File: src/rtl/mul_pkg.sv
// mul_pkg: shared width, counter width and FSM state encoding for the sequential multiplier
package mul_pkg;
  localparam int MUL_WIDTH = 24;
  localparam int MUL_CNT_W = $clog2(MUL_WIDTH);
  typedef enum logic [1:0] {IDLE, RUN, DONE} state_t;
endpackage

File: src/rtl/add_24bit.sv
// add_24bit: WIDTH-bit adder with carry-out; used for the multiply accumulate and shareable with the ALU add path
module add_24bit #(
  parameter int WIDTH = 24
) (
  input  logic [WIDTH-1:0] i_a,
  input  logic [WIDTH-1:0] i_b,
  output logic [WIDTH-1:0] o_sum,
  output logic             o_cout
);
  assign {o_cout, o_sum} = {1'b0, i_a} + {1'b0, i_b};
endmodule

File: src/rtl/mul_seq_24bit.sv
// mul_seq_24bit: iterative shift-add multiplier, one product bit per clock, 25-cycle latency.
// Define MUL_SIGNED_EN for two's-complement operands (magnitude multiply, sign fix-up at the final load).
module mul_seq_24bit
  import mul_pkg::*;
(
  input  logic                 clk,
  input  logic                 rst_n,
  input  logic                 start,
  input  logic [MUL_WIDTH-1:0] a,
  input  logic [MUL_WIDTH-1:0] b,
  output logic                 busy,
  output logic                 done,
  output logic [MUL_WIDTH-1:0] product_lo,
  output logic [MUL_WIDTH-1:0] product_hi
);
  state_t                 r_state, w_next;
  logic [MUL_WIDTH-1:0]   r_mcand, r_mplr, r_acc;
  logic [MUL_CNT_W-1:0]   r_cnt;
  logic [MUL_WIDTH-1:0]   w_addend, w_sum, w_a_in, w_b_in;
  logic [2*MUL_WIDTH-1:0] w_raw, w_prod;
  logic                   w_cout, w_accept, w_last, w_run;

  assign w_run    = r_state == RUN;
  assign w_accept = start && !w_run;
  assign w_last   = r_cnt == MUL_CNT_W'(MUL_WIDTH - 1);
  assign w_addend = r_mplr[0] ? r_mcand : '0;
  assign busy     = w_run;
  assign done     = r_state == DONE;

  add_24bit #(.WIDTH(MUL_WIDTH)) u_add (
    .i_a    (r_acc),
    .i_b    (w_addend),
    .o_sum  (w_sum),
    .o_cout (w_cout)
  );

  // Product as it will stand after this cycle's shift; captured on the final iteration.
  assign w_raw = {w_cout, w_sum, r_mplr[MUL_WIDTH-1:1]};

`ifdef MUL_SIGNED_EN
  logic r_neg;
  assign w_a_in = a[MUL_WIDTH-1] ? -a : a;
  assign w_b_in = b[MUL_WIDTH-1] ? -b : b;
  assign w_prod = r_neg ? -w_raw : w_raw;
  always_ff @(posedge clk or negedge rst_n) begin
    if (!rst_n) r_neg <= 1'b0;
    else if (w_accept) r_neg <= a[MUL_WIDTH-1] ^ b[MUL_WIDTH-1];
  end
`else
  assign w_a_in = a;
  assign w_b_in = b;
  assign w_prod = w_raw;
`endif

  always_comb begin
    w_next = w_accept ? RUN : (w_run && !w_last) ? RUN : w_run ? DONE : IDLE;
  end

  always_ff @(posedge clk or negedge rst_n) begin
    if (!rst_n) r_state <= IDLE;
    else r_state <= w_next;
  end

  always_ff @(posedge clk or negedge rst_n) begin
    if (!rst_n) begin
      r_mcand    <= '0;
      r_mplr     <= '0;
      r_acc      <= '0;
      r_cnt      <= '0;
      product_lo <= '0;
      product_hi <= '0;
    end else begin
      if (w_accept) begin
        r_mcand <= w_a_in;
        r_mplr  <= w_b_in;
        r_acc   <= '0;
        r_cnt   <= '0;
      end else if (w_run) begin
        r_acc  <= {w_cout, w_sum[MUL_WIDTH-1:1]};
        r_mplr <= {w_sum[0], r_mplr[MUL_WIDTH-1:1]};
        r_cnt  <= r_cnt + MUL_CNT_W'(1);
      end
      if (w_run && w_last) {product_hi, product_lo} <= w_prod;
    end
  end
endmodule
File: config.mk
export PLATFORM = sky130hd
export DESIGN_NAME = mul_seq_24bit
export DESIGN_NICKNAME = d
export VERILOG_FILES = /design/src/rtl/mul_pkg.sv /design/src/rtl/add_24bit.sv /design/src/rtl/mul_seq_24bit.sv
export SDC_FILE = /design/constraint.sdc
export NUM_CORES = 1
export LEC_CHECK = 0
export ABC_AREA = 0
export BUFFER_PORTS_ARGS = -buffer_cell sky130_fd_sc_hd__buf_4
export CAP_MARGIN = 20
export CELL_PAD_IN_SITES_DETAIL_PLACEMENT = 1
export CELL_PAD_IN_SITES_GLOBAL_PLACEMENT = 1
export CORE_UTILIZATION = 45
export CTS_BUF_LIST = sky130_fd_sc_hd__clkbuf_8
export CTS_CLUSTER_DIAMETER = 200
export CTS_CLUSTER_SIZE = 28
export DETAILED_ROUTE_END_ITERATION = 16
export MAX_ROUTING_LAYER = met4
export PLACE_DENSITY = 0.81
export SETUP_SLACK_MARGIN = 0.2
export SLEW_MARGIN = 20
export SYNTH_ARGS = -nofsm -noshare
export SYNTH_HDL_FRONTEND = slang
export SYNTH_HIERARCHICAL = 1
export SYNTH_SLANG_ARGS = --single-unit
File: constraint.sdc
create_clock -name clk -period 3.1 [get_ports clk]
set_clock_uncertainty 0.1 [all_clocks]
set_input_delay 0.31 -clock clk [delete_from_list [all_inputs] [get_ports clk]]
set_output_delay 0.31 -clock clk [all_outputs]
set_load 0.005 [all_outputs]
Word-level counts from Yosys, hierarchy flattened. Cells that the tools add are included.

Register bits: 127. Word-level logic and storage cells: 28. Input bits: 51. Output and inout port bits: 50.

Reductions and logical operators: 6. Add/sub/neg operators: 2. Muxes and demuxes: 10. Equality and inequality tests: 3.

Operators with widths (number): $mux 24 (5); $add 24x24->25 (1); $mux 5 (2); $mux 2 (3); $add 5x1->5 const B (1); $eq 5x5->1 const B (1); $logic_and 1x1->1 (3); $eq 2x1->1 const B (1); $eq 2x2->1 const B (1); $logic_not 1->1 (2); $reduce_bool 2->1 (1).

Logic depth before layout (Yosys ltp).
Word-level depth: 5. Mapped depth: 12. Mapped depth without buffers: 11.

Cells and area by module. The synthesis kept the hierarchy.

By module, submodules not included: mul_seq_24bit (sequential area each 3178.0 um^2, cells each 416, area an instance 5455.2 um^2, times used 1); add_24bit (sequential area each 0.0 um^2, cells each 172, area an instance 1252.5 um^2, times used 1).

Worst setup path before layout. No wires, ideal clock.

Kind: reg2reg. From: register r_mplr[0]. To: register product_hi[21]. Clock period less this slack: 2.753 ns. Buffers on the path: 0. Cell stages (with the launch flop): 11. Setup slack: 0.347 ns. Data arrival time: 2.528 ns. Library setup time: 0.125 ns. Data required time: 2.875 ns. Path through: dfrtp_1 -> and2_1 -> ha_1 -> fa_1 -> a21o_1 -> a221oi_2 -> o21ai_0 -> nor3b_2 -> nor2_1 -> a311oi_2 -> mux2_4.

Longest elaborated chain between the ends: 2.

Ends and longest elaborated chain: start: declaration (RTL line mul_seq_24bit.sv:17) `logic [MUL_WIDTH-1:0] r_mcand, r_mplr, r_acc;`; start signal: assignment (RTL line mul_seq_24bit.sv:75) `r_mplr <= w_b_in;`; start signal: assignment (RTL line mul_seq_24bit.sv:80) `r_mplr <= {w_sum[0], r_mplr[MUL_WIDTH-1:1]};`; $mux 24 (RTL line mul_seq_24bit.sv:26) `assign w_addend = r_mplr[0] ? r_mcand : '0;`; named net w_addend[0] (RTL line mul_seq_24bit.sv:19) `logic [MUL_WIDTH-1:0] w_addend, w_sum, w_a_in, w_b_in;`; $add 24x24->25 (RTL line add_24bit.sv:10) `assign {o_cout, o_sum} = {1'b0, i_a} + {1'b0, i_b};`; named net w_sum[22] (RTL line mul_seq_24bit.sv:19); end signal: assignment (RTL line mul_seq_24bit.sv:83) `if (w_run && w_last) {product_hi, product_lo} <= w_prod;`; end: declaration (RTL line mul_seq_24bit.sv:14) `output logic [MUL_WIDTH-1:0] product_hi`.

The timed path passes the listed nets, and every way through them passes these cells. A chain may end at the register's enable or synchronous reset.

Final worst setup path.
From: register r_mplr[0]. To: register product_hi[20].

Same word-level chain as after synthesis.

==> reports/results.ini <==
[sta]
fin_crit_sh_pct = 93.2
layout_setup_ws_ns = 0.211
fmax_mhz = 346
maxSlewViolCount = 0
worst_slew_pin_slew_ns = 0.675
period_minus_slack_ns = 2.89
hold_violations = 0
setup_viol = 0
whs_ns = 0.0276
relSlewSlack_pct = 54.8
rsz0062_at_grt = true

[place]
post-place-ws_ns = -0.0211
post_dp_cell_area_mm2 = 0.00767
port_buffers = 100
place.gp.congestion = 0.909
dp_hpwl_um = 12200

[routing]
via_count = 5012
wirelength_um = 17900
drtIter0Drc = 216
viasPerCell = 5.44
drt_pass1_iterations = 4
post_drt_wl_per_cell_um = 19.4
drc = 0
ant_nets = 0

[yosys]
synth_area_per_cell_um2 = 11.4
netlist_instances = 588
seq_area_frac_synth_pct = 47.4
yosysWarningCount = 6
ys_async_sr_fraction_pct = 100
yosysTopAreaCell = dfrtp_1
synthTopCellsByArea = dfrtp_1 (47%), mux2_4 (11%), o21ai_0 (4.8%)
ys.flop_type = dfrtp_1
synth.top_cell.area_share_pct = 47.4
synth_area_mm2 = 0.00671
yosysUniqueCellTypes = 58
synthesis.nets = 665
yosys_register_bits = 127
synth-edff-count = 0

[worst_setup_path]
startpoint = r_mplr[0]
worst-r2r-setup-slack_ns = 0.21
cp.required_ns = 3.34
path_max_fanout = 7
setup.worst_path.end_class = register
timing.rr.end = product_hi[20]
timing.rr.start = r_mplr[0]
crit_type = reg -> reg
r2r_cells = 10
crit_arrival_ns = 3.13
start_kind = register

[finish]
final_common_cell = dfrtp_1
post-route-util_pct = 58.5
area_growth_pct = 26.8
layout.nets = 804
final_cell_mix = dfrtp_1 (126), buf_4 (123), nand2_1 (86), o21ai_0 (60), mux2_4 (48)
fillers = 1541
postLayoutCellArea_mm2 = 0.00850
n_antenna_cell = 0
drive_gt1_share_pct = 35.9

[global_routing]
grt_usage_pct = 24.7
grt_pass1_wl_um = 27900
grt_overflow = 0
grt_max_degree = 85
antenna_found_initial = 0
grt_pass1_vias = 5389

[floorplan]
die_y_um = 124
io_pins = 101
rows = 44
start_util_pct = 46.2
core_region_area_mm2 = 0.0145
die_w_um = 124
die-area_mm2 = 0.0154

[power_and_ir_drop]
peakVddDrop_mv = 0.456
power_leakage_uw = 0.00416
powerDensity_mw_per_mm2 = 1060

[min_path]
hold_path.class = in -> reg
min_from = a[23]
hold_end = r_mcand[23]
hold_depth = 2

[clock_tree]
clockRootBuffer = clkbuf_8
clock-sinks = 127
cts_tree = done
htreeDepth = 4
cts.reportedPaths.clkPinSlew_ns = 0.08
numCtsBuffers = 17
clk_latency_ns = 0.45
clockBufferDepth = 2

[flow_run]
cap_violations = 0

[run_status]
outcome = completed

[sequential cells by signal (all words and copies together), names as in the netlist]
register / count
product_lo: 24
r_mcand: 24
r_state: 2
r_mplr: 24
r_cnt: 5
r_acc: 24
product_hi: 24
[routing by layer]
metal	share of wire, %	global-route usage [%]	vias to the layer above
met2	51	40.4	94
met3	3.1	5.13	24
met4	1.4	6.10	0
met1	44	31.1	2555
li1	-	-	2339
met5	0	-	-
[synth_stat cells, types with 10 or more instances]
master	instances
dfrtp_1	127
nand2_1	86
o21ai_0	65
mux2_4	48
and2_1	27
ha_1	25
mux2i_1	25
mux2_2	24
a21oi_1	22
nor2_1	14
xnor2_1	12
buf_2	10
[final cells by class]
cell class                 instances  area [µm²]  share of cell area, %
tap                              184         230                   2.71
inverter                           8        30.0                  0.353
multi-input combinational        424        3410                   40.1
clock inverter                    11         189                   2.22
timing repair buffer             149        1200                   14.2
clock buffer                      19         262                   3.07
sequential                       127        3180                   37.4
[worst max-delay path, stage by stage (launching register included)]
cell,delay (ns)
dfrtp_2,0.43
buf_4,0.16
and2_1,0.14
ha_1,0.29
buf_4,0.17
a21o_1,0.18
a31o_2,0.27
a211oi_1,0.34
o311ai_0,0.24
a2bb2oi_2,0.19
mux2_4,0.26
[kinds of logic (layout without fill, tap and decap cells)]
family / after synthesis / after routing / share of synthesized area [%]
simple gates: 156 / 156 / 11.5
flops: 127 / 127 / 47.4
compound gates: 125 / 125 / 11.3
mux: 97 / 97 / 18.5
buf+inv: 37 / 187 / 3.73
fa+ha+maj: 26 / 26 / 4.96
xor+xnor: 20 / 20 / 2.61
[power by group]
part	switching (µW)	total (µW)	internal [µW]
sequential	567	3010	2440
combinational	2220	4360	2140
clock	682	1670	989
total	3470	9040	5570
[worst max path at each step]
stage	to	slack [ns]	cells after the start
3_5_place_dp	product_hi[23]	-0.02	10
3_3_place_gp	product_hi[23]	0.11	10
2_1_floorplan	product_hi[21]	0.35	10
6_report	product_hi[20]	0.21	10
5_1_grt	r_acc[21]	0.16	12
4_1_cts	product_hi[23]	0.17	10
[timing repair]
item	CTS	global route
hold buffers	24	0
pin swaps	1	7
endpoints found under the hold margin	66	0
resized for setup	7	27
setup endpoints to repair	23	21
buffers inserted	1	0
[stage by stage]
| step | std cells | total power (µW) | setup TNS (ns) |
|---|---|---|---|
| 6_report | 922 | 9040 | 0 |
| 5_1_grt | 922 | 9670 | 0 |
| 4_1_cts | 922 | 8890 | 0 |
| 3_5_place_dp | 867 | 7110 | -0.0254 |
| 3_3_place_gp | 867 | 6800 | 0 |
| 2_1_floorplan | 588 | 5590 | 0 |
(Power assumes the default switching activity.)
